===== config.mk =====
export PLATFORM = sky130hd
export DESIGN_NAME = clock_core
export DESIGN_NICKNAME = d
export VERILOG_FILES = /design/src/rtl/clock_core.sv
export SDC_FILE = /design/constraint.sdc
export NUM_CORES = 1
export LEC_CHECK = 0
export ABC_AREA = 1
export CAP_MARGIN = 20
export CORE_ASPECT_RATIO = 1.1
export CORE_MARGIN = 1.5
export CORE_UTILIZATION = 52
export DETAILED_ROUTE_END_ITERATION = 10
export GPL_TIMING_DRIVEN = 0
export MAX_ROUTING_LAYER = met4
export PLACE_DENSITY_LB_ADDON = 0.08
export SYNTH_ARGS = -nofsm -noshare
export SYNTH_HDL_FRONTEND = slang
export SYNTH_SLANG_ARGS = --single-unit

===== constraint.sdc =====
create_clock -name clk -period 2.63 [get_ports clk]
set_input_delay 0.263 -clock clk [delete_from_list [all_inputs] [get_ports clk]]
set_output_delay 0.263 -clock clk [all_outputs]
set_load 0.02 [all_outputs]

===== src/rtl/clock_core.sv =====
// Alarm clock time core: holds time-of-day and alarm registers in BCD HH:MM,
// advances time on the minute tick and runs the ring/snooze sequencer.
//
// state   | meaning
// IDLE    | alarm armed (if alarmEn), waiting for a time match
// RINGING | alarm sounding; ring counter counts elapsed minutes
// SNOOZE  | alarm silenced; snooze counter counts down to re-ring
module clock_core #(
  parameter int unsigned SNOOZE_MIN = 5,
  parameter int unsigned RING_MIN   = 10
) (
  input  logic        clk,
  input  logic        rst_n,
  input  logic [15:0] setData,
  input  logic        loadTime,
  input  logic        loadAlarm,
  input  logic        oneMinute,
  input  logic        alarmEn,
  input  logic        stopAlarm,
  input  logic        snooze,
  output logic [15:0] timeData,
  output logic [15:0] alarmData,
  output logic        ringing,
  output logic        dataErr
);

  typedef enum logic [1:0] {
    IDLE    = 2'd0,
    RINGING = 2'd1,
    SNOOZE  = 2'd2
  } state_t;

  localparam logic [3:0] SNOOZE_LD = 4'(SNOOZE_MIN);
  localparam logic [3:0] RING_LIM  = 4'(RING_MIN);

  state_t      state, state_nx;
  logic [3:0]  ring_cnt, ring_cnt_nx;
  logic [3:0]  snz_cnt, snz_cnt_nx;
  logic        set_valid;
  logic        time_ld;
  logic        alarm_ld;
  logic        err_nx;
  logic [15:0] time_inc;
  logic [15:0] time_nx;
  logic        match;

  // Advance a BCD HH:MM word by one minute, wrapping 23:59 to 00:00.
  function automatic logic [15:0] bcd_inc(input logic [15:0] t);
    logic [3:0] ht, hu, mt, mu;
    logic       carry;
    {ht, hu, mt, mu} = t;
    carry = 1'b0;
    if (mu == 4'd9) begin
      mu = 4'd0;
      if (mt == 4'd5) begin
        mt = 4'd0;
        carry = 1'b1;
      end else begin
        mt = mt + 4'd1;
      end
    end else begin
      mu = mu + 4'd1;
    end
    if (carry) begin
      if ({ht, hu} == 8'h23) begin
        ht = 4'd0;
        hu = 4'd0;
      end else if (hu == 4'd9) begin
        hu = 4'd0;
        ht = ht + 4'd1;
      end else begin
        hu = hu + 4'd1;
      end
    end
    return {ht, hu, mt, mu};
  endfunction

  // Validate the incoming word and compute next time and the alarm match.
  always_comb begin
    set_valid = (setData[15:12] <= 4'd9) && (setData[11:8] <= 4'd9) &&
                (setData[7:4] <= 4'd5) && (setData[3:0] <= 4'd9) &&
                (setData[15:8] <= 8'h23);
    time_ld  = loadTime & set_valid;
    alarm_ld = loadAlarm & set_valid;
    err_nx   = (loadTime | loadAlarm) & ~set_valid;
    time_inc = bcd_inc(timeData);
    if (time_ld) begin
      time_nx = setData;
    end else if (oneMinute) begin
      time_nx = time_inc;
    end else begin
      time_nx = timeData;
    end
    // Only a tick advance can match; loads (even with a tick) never do.
    match = oneMinute & ~loadTime & alarmEn & (state == IDLE) &
            (time_inc == alarmData);
  end

  // Ring/snooze next-state and counter logic.
  always_comb begin
    state_nx    = state;
    ring_cnt_nx = ring_cnt;
    snz_cnt_nx  = snz_cnt;
    if (!alarmEn || alarm_ld) begin
      state_nx    = IDLE;
      ring_cnt_nx = 4'd0;
      snz_cnt_nx  = 4'd0;
    end else begin
      unique case (state)
        IDLE: begin
          if (match) begin
            state_nx    = RINGING;
            ring_cnt_nx = 4'd0;
          end
        end
        RINGING: begin
          if (stopAlarm) begin
            state_nx    = IDLE;
            ring_cnt_nx = 4'd0;
          end else if (snooze) begin
            state_nx    = SNOOZE;
            ring_cnt_nx = 4'd0;
            snz_cnt_nx  = SNOOZE_LD;
          end else if (oneMinute) begin
            if (ring_cnt + 4'd1 >= RING_LIM) begin
              state_nx    = IDLE;
              ring_cnt_nx = 4'd0;
            end else begin
              ring_cnt_nx = ring_cnt + 4'd1;
            end
          end
        end
        SNOOZE: begin
          if (stopAlarm) begin
            state_nx   = IDLE;
            snz_cnt_nx = 4'd0;
          end else if (oneMinute) begin
            snz_cnt_nx = snz_cnt - 4'd1;
            if (snz_cnt <= 4'd1) begin
              state_nx    = RINGING;
              ring_cnt_nx = 4'd0;
              snz_cnt_nx  = 4'd0;
            end
          end
        end
        default: begin
          state_nx    = IDLE;
          ring_cnt_nx = 4'd0;
          snz_cnt_nx  = 4'd0;
        end
      endcase
    end
  end

  // State, counters and all outputs registered together.
  always_ff @(posedge clk or negedge rst_n) begin
    if (!rst_n) begin
      state     <= IDLE;
      ring_cnt  <= 4'd0;
      snz_cnt   <= 4'd0;
      timeData  <= 16'h0000;
      alarmData <= 16'h0000;
      ringing   <= 1'b0;
      dataErr   <= 1'b0;
    end else begin
      state     <= state_nx;
      ring_cnt  <= ring_cnt_nx;
      snz_cnt   <= snz_cnt_nx;
      timeData  <= time_nx;
      if (alarm_ld) alarmData <= setData;
      ringing   <= (state_nx == RINGING);
      dataErr   <= err_nx;
    end
  end

endmodule


==> results.md <==
Worst hold path:
- The kind of path behind the tightest hold check is in -> async.

Setup path:
- Walking the worst path, the cells encountered are clkdlybuf4s50_1 > o32ai_1 > nand2_1 > nor2_1 > inv_2 > nand2_1 > buf_2 > o221ai_1.
- The number of cells on the worst reg-to-reg path is 18.
- The critical path launch point type is an input pin.
- The endpoint class of the critical path is a flip-flop.
- The cell at the slowest stage of the critical path is sky130_fd_sc_hd__nor2_1.
- The delay contributed by the slowest stage of the critical path is approximately 500 ps.
- For the worst setup path, the data arrival time is about 2600 ps.
- The data required time of the critical path is around 2800 ps.
- The peak fanout along the critical path is 10.
- The cell that appears most often on the critical path is sky130_fd_sc_hd__nand2_1.
- The critical path is of the in -> reg type.

Timing:
- The count of final max-slew check failures is 0.
- Between clock sinks in the finished design, the worst skew comes to about 11 ps.
- Setup repair after global routing left no endpoint under its margin.
- At the pin with the least slew margin, the transition time is a little over 600 ps.
- The worst hold slack is a little under 500 ps.
- The final count of hold timing violations is 0.
- The smallest clock period supported by the final layout is computed as approximately 2500 ps.
- The worst path uses 94.0% of the clock period.
- Measured against its own limit, the worst slew margin works out to approximately three fifths.
- Setup slack closes at between 150 and 200 ps.
- The number of endpoints failing setup at the final stage is 0.
- For this run, the top clock speed supported by timing is 404 MHz.

Final layout:
- From synthesis to final layout, the design area changed by 26.2%.
- For this run, the post-layout net count is 529.
- The fraction of final layout cells with drive strength greater than 1 is under 10%.
- The design area is 0.00379 mm2.
- 0 antenna diodes ended up in the layout.

Routing:
- The average detailed-routed wire length per instance is between 10 and 15 um.
- The detail route stage leaves a number of antenna-violating nets equal to 0.
- The count of routing violations after the opening detailed-route iteration is about 160.
- The wire length after detailed routing is approximately 7500 um.
- The total via count after detailed routing is about 3000.
- For this run, the detailed router's first-pass iteration total came to 5.
- Dividing the detail-routed via count by the number of cells gives around 5.3.
- The total DRC errors in the routed layout is 0.

Clock tree:
- The clock tree from TritonCTS is yes.
- After clock tree synthesis, the setup repair step added 0 buffers.
- The TritonCTS sink count is 44.
- Once the clock tree was built, the resizer swapped 0 gates to a different size.
- In this run the clock root is driven by a sky130_fd_sc_hd__clkbuf_8.
- The H-tree was split into 2 levels.
- The clock passes through at most 2 buffers.
- The later pin in the worst-skew pair is clocked with a latency of approximately 310 ps.
- The clock transition at the register clock pins on the worst setup and hold paths after CTS is around 90 ps.
- The number of buffers added by the clock tree synthesis step is 5.
- The number of buffers inserted by hold repair at cts is 1.

Placed design:
- The minimum setup slack after placement is -137 ps.
- The total of buffers placed on input and output ports is 57.
- Once placement finished, the instance area stood at around 0.0037 mm2.
- Once detailed placement completed, the half-perimeter wirelength came to slightly below 6000 um.
- The congestion estimate from routability-driven global placement came to 0.943.

Logic synthesis:
- Averaged over all synthesized cells, the footprint is roughly 7.1 um2.
- Summing the areas of all xor and xnor instances in the mapped netlist gives 1.17% of the synthesized area.
- In this run the cell area of the synthesized design comes to approximately 0.0030 mm2.
- In the synthesized netlist the dominant register cell turns out to be sky130_fd_sc_hd__dfrtp_1.
- The sequential area share after synthesis is 36.6%.
- The gate count of the mapped netlist is between 400 and 500.
- Summing the areas of all fa, ha and maj instances in the mapped netlist gives just under 6% of the synthesized area.
- In the synthesized netlist the async set-or-reset flop fraction comes to 100%.
- The synthesized netlist devotes 34.9% of its cell area to simple gates.
- Summing the areas of all compound-gate instances in the mapped netlist gives 11.0% of the synthesized area.
- Counting every net in the synthesized netlist gives between 400 and 500.
- In this run, synthesis inferred 0 flip-flops with an integrated enable.
- The distinct cell type count of the synthesized netlist is 35.
- In this run, synthesis produced a sequential element count of 44.
- Measured against the total synthesized area, the mux share comes to between 1 and 1.5%.
- After synthesis, the largest family of logic cells by area is simple AND/OR/NAND/NOR gates.
- sky130_fd_sc_hd__dfrtp_1 takes more of the synthesized area than any other cell.
- After synthesis, the largest area contributor takes up 36.6% of total cell area.
- During synthesis, Yosys emitted a total of 0 warnings.
- The cell with the most instances after synthesis is sky130_fd_sc_hd__nand2_1.
- Sorting the synthesized cells by area gives the leading types as sky130_fd_sc_hd__dfrtp_1 (37%), sky130_fd_sc_hd__nand2_1 (16%), sky130_fd_sc_hd__inv_1 (8.4%).
- The commonest cells after synthesis are sky130_fd_sc_hd__nand2_1 (129), sky130_fd_sc_hd__inv_1 (67), sky130_fd_sc_hd__dfrtp_1 (44).

Flow run:
- The max-capacitance violation count is 0.

Floorplanning:
- The floorplan step defined a core boundary enclosing between 0.005 and 0.006 mm2.
- For this design the top-level I/O count stands at 58.
- The area of the die is 0.00625 mm2.
- The number of cell rows is 28.
- The initial utilization of the core area, before any placement, comes to 55.0%.
- The die boundary width is ~75 um.
- The die is between 80 and 90 um tall.

Global routing:
- The via count of the first global-routing pass was ~2800.
- The initial antenna violation count is 0.
- Entering global routing, the biggest net connects 24 pins.
- The first global-routing pass estimated between 10000 and 15000 um of wire.
- The overall global routing resource usage is roughly 27%.
- After global routing the overflow that remains totals 0.

Pwr:
- The maximum resistive drop on vdd is around 0.40 mV.
- For this design the static power due to leakage is 1.91 nW.
- Dividing total power by cell area gives a power density of 637 mW/mm2.

Outcome:
- The run finished with clean final reports.
sequential cells by signal, summed over array words and instances, names as in the netlist:
register,count
timeData,16
alarmData,16
ring_cnt,4
dataErr,1
snz_cnt,4
ringing,1
state,2
per-stage QoR:
stage	setup TNS, ps	power (mW)	util, %	std cells
final	0	2.41	69.4	567
after detailed placement	-1250	1.98	67.6	558
after global routing	0	2.58	69.4	567
after floorplan	0	1.57	-	425
after global placement	-647	1.95	67.1	557
after CTS	0	2.43	69.4	567
cells in the final DEF (no fill, tap or decap):
cell type,instances
sky130_fd_sc_hd__nand2_1,129
sky130_fd_sc_hd__inv_1,67
sky130_fd_sc_hd__clkdlybuf4s50_1,56
sky130_fd_sc_hd__dfrtp_1,44
sky130_fd_sc_hd__nor2_1,39
sky130_fd_sc_hd__nand3_1,35
sky130_fd_sc_hd__o21ai_0,15
sky130_fd_sc_hd__ha_1,14
sky130_fd_sc_hd__o221ai_1,11
sky130_fd_sc_hd__a21oi_1,9
sky130_fd_sc_hd__nand4_1,8
sky130_fd_sc_hd__clkbuf_8,6
sky130_fd_sc_hd__nor3_1,5
sky130_fd_sc_hd__nand3b_1,5
sky130_fd_sc_hd__o22ai_1,5
sky130_fd_sc_hd__buf_2,4
sky130_fd_sc_hd__o21ai_1,4
sky130_fd_sc_hd__clkbuf_1,4
sky130_fd_sc_hd__nand2_4,3
sky130_fd_sc_hd__xnor2_1,3
sky130_fd_sc_hd__mux2_2,3
sky130_fd_sc_hd__inv_2,2
sky130_fd_sc_hd__nor2_4,2
sky130_fd_sc_hd__nand2_2,2
sky130_fd_sc_hd__o31ai_1,2
sky130_fd_sc_hd__o211ai_1,2
sky130_fd_sc_hd__nor2_8,1
sky130_fd_sc_hd__nand4_2,1
sky130_fd_sc_hd__or2_1,1
sky130_fd_sc_hd__xor2_1,1
sky130_fd_sc_hd__a211o_1,1
sky130_fd_sc_hd__o32ai_1,1
sky130_fd_sc_hd__o21ai_2,1
sky130_fd_sc_hd__and2_1,1
sky130_fd_sc_hd__or2_2,1
sky130_fd_sc_hd__nand3_2,1
sky130_fd_sc_hd__a31oi_1,1
sky130_fd_sc_hd__dlygate4sd3_1,1
sky130_fd_sc_hd__buf_16,1
layout make-up:
| class | instances | area [um2] |
|---|---|---|
| Clock buffer | 8 | 90.1 |
| Buffer | 5 | 22.5 |
| Fill cell | 503 | 1670 |
| Multi-Input combinational cell | 307 | 1620 |
| Sequential cell | 44 | 1100 |
| Inverter | 69 | 259 |
| Tap cell | 75 | 93.8 |
| Timing Repair Buffer | 59 | 603 |
critical path: cells and delay by family:
family | cells | cell delay, ps
simple gates | 3 | 810
compound gates | 2 | 580
buf+inv | 3 | 980
metal layers:
| metal | wire (um) | share of wire, % | GRT usage [%] |
|---|---|---|---|
| met5 | 0 | 0 | - |
| met4 | 85 | 1.1 | 7.32 |
| met3 | 278 | 3.7 | 3.88 |
| met2 | 4050 | 54 | 48.2 |
| met1 | 3110 | 41 | 31.4 |
final timing paths:
path / from / endpoint / slack, ps
worst min-delay path: rst_n / timeData[14]$_DFFE_PN0P_ / 490
worst min register to register: alarmData[1]$_DFFE_PN0P_ / alarmData[1]$_DFFE_PN0P_ / 530
max in group asynchronous: rst_n / dataErr$_DFF_PN0_ / 1610
worst max register to register: timeData[9]$_DFFE_PN0P_ / ring_cnt[2]$_DFFE_PN0P_ / 310
worst max-delay path: setData[9] / timeData[11]$_DFFE_PN0P_ / 160
min in group clk: alarmData[1]$_DFFE_PN0P_ / alarmData[1]$_DFFE_PN0P_ / 530
cells by family after synthesis:
group / Yosys count
simple gates: 234
buf+inv: 74
compound gates: 52
flops: 44
fa+ha+maj: 14
xor+xnor: 4
mux: 3
where the power goes:
part / leakage (nW) / switching [mW] / internal (mW) / total [mW]
Sequential: 0.575 / 0.149 / 0.787 / 0.936
Combinational: 1.28 / 0.574 / 0.457 / 1.03
Clock: 0.0455 / 0.232 / 0.215 / 0.447
Total: 1.90 / 0.956 / 1.46 / 2.41
No activity file was read; power rests on OpenSTA's default activity.
